[src/rtl/zl_rs_shortened_ctrl.sv]
// Sequencer that runs a full-length RS(N,K) encoder core as a shortened RS(N_SHORT,K_SHORT) code.
// Define ZL_RS_CTRL_SOP_RESYNC_EN to drop symbols until SOP and flag SOP errors on sync_err.
module zl_rs_shortened_ctrl #(
    parameter int unsigned N       = 255,
    parameter int unsigned K       = 239,
    parameter int unsigned M       = 8,
    parameter int unsigned N_SHORT = 204
) (
    input  logic         clk,
    input  logic         rst_n,
    input  logic         data_in_req,
    output logic         data_in_ack,
    input  logic [M-1:0] data_in,
    input  logic         data_in_sop,
    output logic         enc_in_req,
    input  logic         enc_in_ack,
    output logic [M-1:0] enc_in,
    input  logic         enc_out_req,
    output logic         enc_out_ack,
    input  logic [M-1:0] enc_out,
    output logic         data_out_req,
    input  logic         data_out_ack,
    output logic [M-1:0] data_out,
    output logic         data_out_sop,
    output logic         sync_err
);

    localparam int unsigned Pad    = N - N_SHORT;
    localparam int unsigned KShort = N_SHORT - (N - K);

    localparam logic [M-1:0] PadCnt   = M'(Pad);
    localparam logic [M-1:0] PadLast  = M'(Pad - 1);
    localparam logic [M-1:0] DataLast = M'(Pad + KShort - 1);
    localparam logic [M-1:0] CwLast   = M'(N - 1);

    typedef enum logic [1:0] {StPad, StData, StParity} phase_e;

    // With no padding the codeword starts directly in the data phase.
    localparam phase_e StStart = (Pad != 0) ? StPad : StData;

    phase_e       phase_q, phase_d;
    logic [M-1:0] cnt_q, cnt_d;
    logic         advance;
    logic         fire;

`ifdef ZL_RS_CTRL_SOP_RESYNC_EN
    logic err_set;
    logic sync_err_q;
    logic unused_inputs;
    assign unused_inputs = enc_in_ack;
`else
    logic unused_inputs;
    assign unused_inputs = ^{enc_in_ack, data_in_sop};
`endif

    always_comb begin
        phase_d      = phase_q;
        cnt_d        = cnt_q;
        advance      = 1'b0;
        fire         = 1'b0;
        data_in_ack  = 1'b0;
        enc_in_req   = 1'b0;
        enc_in       = '0;
        enc_out_ack  = 1'b0;
        data_out_req = 1'b0;
        data_out     = enc_out;
        data_out_sop = 1'b0;
`ifdef ZL_RS_CTRL_SOP_RESYNC_EN
        err_set      = 1'b0;
`endif
        unique case (phase_q)
            StPad: begin
                // Zero pad symbols are self-fed; the core output is discarded.
                enc_in_req  = 1'b1;
                enc_out_ack = 1'b1;
                advance     = 1'b1;
            end
            StData: begin
                enc_in       = data_in;
                enc_in_req   = data_in_req;
                fire         = data_in_req & data_out_ack;
                enc_out_ack  = fire;
                data_in_ack  = fire;
                data_out_req = data_in_req & enc_out_req;
                advance      = fire;
`ifdef ZL_RS_CTRL_SOP_RESYNC_EN
                if (cnt_q == PadCnt && data_in_req && !data_in_sop) begin
                    // Drop symbols until a packet start lines up with the first data slot.
                    data_in_ack  = 1'b1;
                    enc_out_ack  = 1'b0;
                    data_out_req = 1'b0;
                    advance      = 1'b0;
                    err_set      = 1'b1;
                end else if (cnt_q != PadCnt && fire && data_in_sop) begin
                    err_set = 1'b1;
                end
`endif
                data_out_sop = (cnt_q == PadCnt) & data_out_req;
            end
            StParity: begin
                enc_in_req   = 1'b1;
                enc_out_ack  = data_out_ack;
                data_out_req = enc_out_req;
                advance      = data_out_ack;
            end
            default: ;
        endcase

        if (advance) begin
            if (cnt_q == CwLast) begin
                cnt_d   = '0;
                phase_d = StStart;
            end else begin
                cnt_d = cnt_q + 1'b1;
                if (phase_q == StPad && cnt_q == PadLast) begin
                    phase_d = StData;
                end else if (phase_q == StData && cnt_q == DataLast) begin
                    phase_d = StParity;
                end
            end
        end
    end

    always_ff @(posedge clk or negedge rst_n) begin
        if (!rst_n) begin
            phase_q <= StStart;
            cnt_q   <= '0;
        end else begin
            phase_q <= phase_d;
            cnt_q   <= cnt_d;
        end
    end

`ifdef ZL_RS_CTRL_SOP_RESYNC_EN
    always_ff @(posedge clk or negedge rst_n) begin
        if (!rst_n) begin
            sync_err_q <= 1'b0;
        end else if (err_set) begin
            sync_err_q <= 1'b1;
        end
    end

    assign sync_err = sync_err_q;
`else
    assign sync_err = 1'b0;
`endif

endmodule

[config.mk]
export PLATFORM = sky130hd
export DESIGN_NAME = zl_rs_shortened_ctrl
export DESIGN_NICKNAME = d
export VERILOG_FILES = /design/src/rtl/zl_rs_shortened_ctrl.sv
export SDC_FILE = /design/constraint.sdc
export NUM_CORES = 1
export LEC_CHECK = 0
export CAP_MARGIN = 20
export CORE_UTILIZATION = 25
export CTS_BUF_LIST = sky130_fd_sc_hd__clkbuf_16
export DETAILED_ROUTE_END_ITERATION = 8
export GPL_ROUTABILITY_DRIVEN = 0
export PLACE_DENSITY = 0.58
export SLEW_MARGIN = 20
export SYNTH_ARGS = -nofsm -noshare
export SYNTH_HDL_FRONTEND = slang
export SYNTH_SLANG_ARGS = --single-unit
[constraint.sdc]
create_clock -name clk -period 2.8 [get_ports clk]
set_clock_uncertainty 0.2 [all_clocks]
set_input_delay 0.42 -clock clk [delete_from_list [all_inputs] [get_ports clk]]
set_output_delay 0.42 -clock clk [all_outputs]
set_load 0.1 [all_outputs]
# Yosys cells after proc, flatten, opt, wreduce, memory -nomap -nowiden
# Cells that the tools add are included.
# Widths: inputs -> output; s select.
[totals]
register_bits = 10
inputBits = 23
[op_classes]
add_sub_neg = 1
n_eq_ne = 6
muxes = 10
bitwise = 3
reduce_logical = 6
[ops]
columns = ["op", "count"]
rows = [
  ["$eq 8x6->1 const B", 2],
  ["$eq 8x8->1 const B", 2],
  ["$mux 8", 2],
  ["$add 8x1->8 const B", 1],
  ["$mux 2", 3],
  ["$pmux 1 s2", 2],
  ["$and 1x1->1", 3],
  ["$pmux 1 s3", 1],
  ["$reduce_bool 3->1", 1],
  ["$eq 2x1->1 const B", 1],
  ["$eq 2x2->1 const B", 1],
  ["$logic_and 1x1->1", 2],
  ["$logic_not 2->1", 1],
  ["$mux 1", 2],
  ["$reduce_and 2->1", 1],
  ["$reduce_or 2->1", 1],
]

# Depth between registers and ports, before layout
[depth]
depth_word = 5
depth_mapped = 9
depth_no_buf = 7

# Least setup slack after synthesis
# Ideal clock, no wire load.
[synth_path]
path_type = "flip-flop to output port"
startpoint = "reg cnt_q[6]"
endpoint = "out data_out_sop"
arrival_time_ps = 3021
path_slack_ps = -841
path_stages_with_launch = 3
path_buffers = 0
path_cell_list = "dfrtp_1 > or4_1 > nor3_1"
[synth_via]
elab_chain_len = 3
[synth_lines]
columns = ["element", "line", "rtl"]
rows = [
  ["start, declared", "42", "logic [M-1:0] cnt_q, cnt_d;"],
  ["start signal, assigned", "130", "cnt_q <= cnt_d;"],
  ["$eq 8x6->1", "98", "data_out_sop = (cnt_q == PadCnt) & data_out_req;"],
  ["$and 1x1->1", "98", ""],
  ["$mux 1", "71", "unique case (phase_q)"],
  ["end, declared", "24", "output logic data_out_sop,"],
]
# Every way passes these cells.

# Worst setup path in the final report
[layout_path]
startpoint = "reg phase_q[0]"
endpoint = "out enc_out_ack"
[layout_via]
elab_chain_len = 2
word_cells_on_any_way = 4
[layout_lines]
columns = ["element", "line", "rtl"]
rows = [
  ["start, declared", "41", "phase_e phase_q, phase_d;"],
  ["start signal, assigned", "126", "phase_q <= StStart;"],
  ["start signal, assigned", "129", "phase_q <= phase_d;"],
  ["$eq 2x2->1 (tied with other cells)", "71", ""],
  ["$pmux 1 s3 (*)", "71", ""],
  ["end, declared", "19", "output logic enc_out_ack,"],
]
# Mark *: on every way between the ends. The rest lies on a longest branch, timed or not.

==> metrics.txt <==
Ant. Diodes 0; WS Path Type reg2out; count of final setup violators 0; Worst-Skew Late Latency 240 ps; fin nets 147; Post-Synthesis Cell Area 827.0 sq um; status complete, no violations; worst path arrival time 2060 ps; Reg2Reg Launch Point phase_q[0]$_DFFE_PN0P_; Synth Flop Type dfrtp_1; largest net degree at the start of global routing 13; DP Wirelength 1403 microns; router iterations before antenna repair 4; total CTS buffers 3; drt drc 0; hold_buf cts 0; Seq. cell area 250.2 sq um; asr flop ratio synth 100.0%; Worst setup EP type primary output; post-synth top area share 30.26%; post-synth top area cell dfrtp_1; Setup TNS Final 0 ps; die area 3542 sq um; GRT overflow 0; WL final 1887 microns; proportion of layout cells with a drive suffix above 1 17.24%; DR WL/cell 11.79 microns; Core Footprint 3103 sq um; HP Class in2async; area taken by multi-input logic gates 454.2 sq um; Yosys reg bits 10; H-tree depth 1; Hold Fails Final Rpt 0; crit start category flip-flop; syn_nets 129; row cnt 20; Syn Area/Cell 8.270 sq um; Die H 59.52 microns; post-synth cell types 31; total number of vias 761; Synth area leaders dfrtp_1 30%, ha_1 9.1%, buf_4 8.2%, and2_1 7.6%, o21ai_0 5.4%; initial core utilization 26.65%; DRT iter0 DRCs 32; RSZ-0062 raised after global routing no; drt via density 4.756; Worst Slack Setup Final 121.3 ps; I/O pins 45; first-pass GRT wire length 2967 microns; setup bufs post-CTS 0; Mapped Cells 100; r2r setup slk 580 ps; pwr dens 366.7 nW/um^2; crit-path max FO 12; fmax 0.3733 GHz; Reg2Reg Depth 7; synthesis-to-finish area growth 38.58%; post-route ant nets 0; Placement Setup Slack 193.8 ps; Post-synth top cells 12 x nand2_1, 10 x and2_1, 10 x dfrtp_1; Max-Cap Viols 0; Seq/Total Area, Yosys 30.26%; Clock Tree Root clkbuf_16; vias in the first global route 641; # resized after CTS 0; Period minus WS final 2679 ps; CTS tree built; R2R Path End cnt_q[5]$_DFFE_PN0P_; Filler cells 331; crit path from phase_q[0]$_DFFE_PN0P_; Max Slew Vio Count 0; YS warnings 0; Req. time, crit path 2180 ps; period utilization 95.67%; EDFF count, synth 0; Total GRT Usage 11.26%; Longest Clk Path Bufs 2; port bufs 25; Clock Pin Slew Worst Setup and Hold Paths 40 ps; CP Capture Point enc_out_ack; most frequent cell after synthesis nand2_1; peak supply drop 326.2 uV; Die Width 59.52 microns; initial antenna violation count 0; Sink Count 10; leakage power 0.0005209 uW
-- how the worst min path moves through the flow --
stage / endpoint / cells past startpoint / startpoint
final: cnt_q[7]$_DFFE_PN0P_ / 1 / rst_n
after global routing: cnt_q[7]$_DFFE_PN0P_ / 1 / cnt_q[7]$_DFFE_PN0P_
after CTS: cnt_q[7]$_DFFE_PN0P_ / 1 / rst_n
after detailed placement: cnt_q[7]$_DFFE_PN0P_ / 1 / cnt_q[7]$_DFFE_PN0P_
after global placement: cnt_q[7]$_DFFE_PN0P_ / 1 / cnt_q[7]$_DFFE_PN0P_
after floorplan: cnt_q[0]$_DFFE_PN0P_ / 0 / rst_n
-- logic make-up (layout without fill, tap and decap cells) --
kind of cell    after synthesis  count (layout)  share of synthesized area (%)
compound gates               24              24                          18.00
fa+ha+maj                     6               6                          9.077
buf+inv                      18              34                          15.73
flops                        10              10                          30.26
other cells                   1               1                         0.4534
simple gates                 41              41                          26.48
-- registers in the layout (all words and copies together) (netlist names) --
| name | cells |
|---|---|
| cnt_q | 8 |
| phase_q | 2 |
-- power by group --
| group | internal [uW] | switching, uW | leakage (uW) | total, uW |
|---|---|---|---|---|
| logic | 14.5 | 11.3 | 0.000359 | 25.8 |
| registers | 145 | 0 | 0.000125 | 145 |
| clock network | 185 | 64.3 | 0.0000370 | 249 |
| total | 345 | 75.5 | 0.000521 | 420 |
-- cell type report --
type	count	area share, %
inverter	5	2.074
sequential	10	21.83
tap	44	4.803
timing repair buffer	26	25.11
clock buffer	3	6.550
multi-input combinational	72	39.63
-- through the flow --
stage	utilization, %	instances	instance area [sq um]	total power, uW	hold WS [ps]
3_5_place_dp	34.52	157	1071	173.0	315.9
2_1_floorplan	-	100	834.6	208.1	-75.59
5_1_grt	36.94	160	1146	430.4	348.1
4_1_cts	36.94	160	1146	424.7	321.7
6_report	36.94	160	1146	420.2	304.9
3_3_place_gp	34.52	157	1071	173.1	300.3
-- per-layer routing --
metal,GRT usage [%],wire length [microns],up-vias
met5,0,0,-
met1,14.84,913,350
met3,1.965,169,5
met2,17.34,763,32
li1,-,-,374
met4,6.312,40,0
-- worst max-delay path, cell delays in order (launching register included) --
cell and delay [ps]:
dfrtp_1 400, inv_1 90, ha_1 220, a211oi_1 270, or3_1 430, clkinv_4 200
buf_12 210
-- cell usage in the layout, fill, tap and decap left out, types with 2 or more instances in the layout --
| cell type | instances |
|---|---|
| nor2_1 | 2 |
| buf_12 | 5 |
| a22oi_1 | 2 |
| ha_1 | 6 |
| dfrtp_1 | 10 |
| clkdlybuf4s50_1 | 12 |
| o41ai_1 | 2 |
| clkbuf_16 | 3 |
| and2_1 | 10 |
| a21oi_1 | 4 |
| inv_1 | 4 |
| buf_4 | 9 |
| and3_1 | 3 |
| nand3_1 | 2 |
| o21ai_0 | 9 |
| nand2_1 | 12 |
| nor3_1 | 2 |
| nand4_1 | 2 |
| o31ai_1 | 3 |
Note: power is estimated with default switching activity, not from simulation.
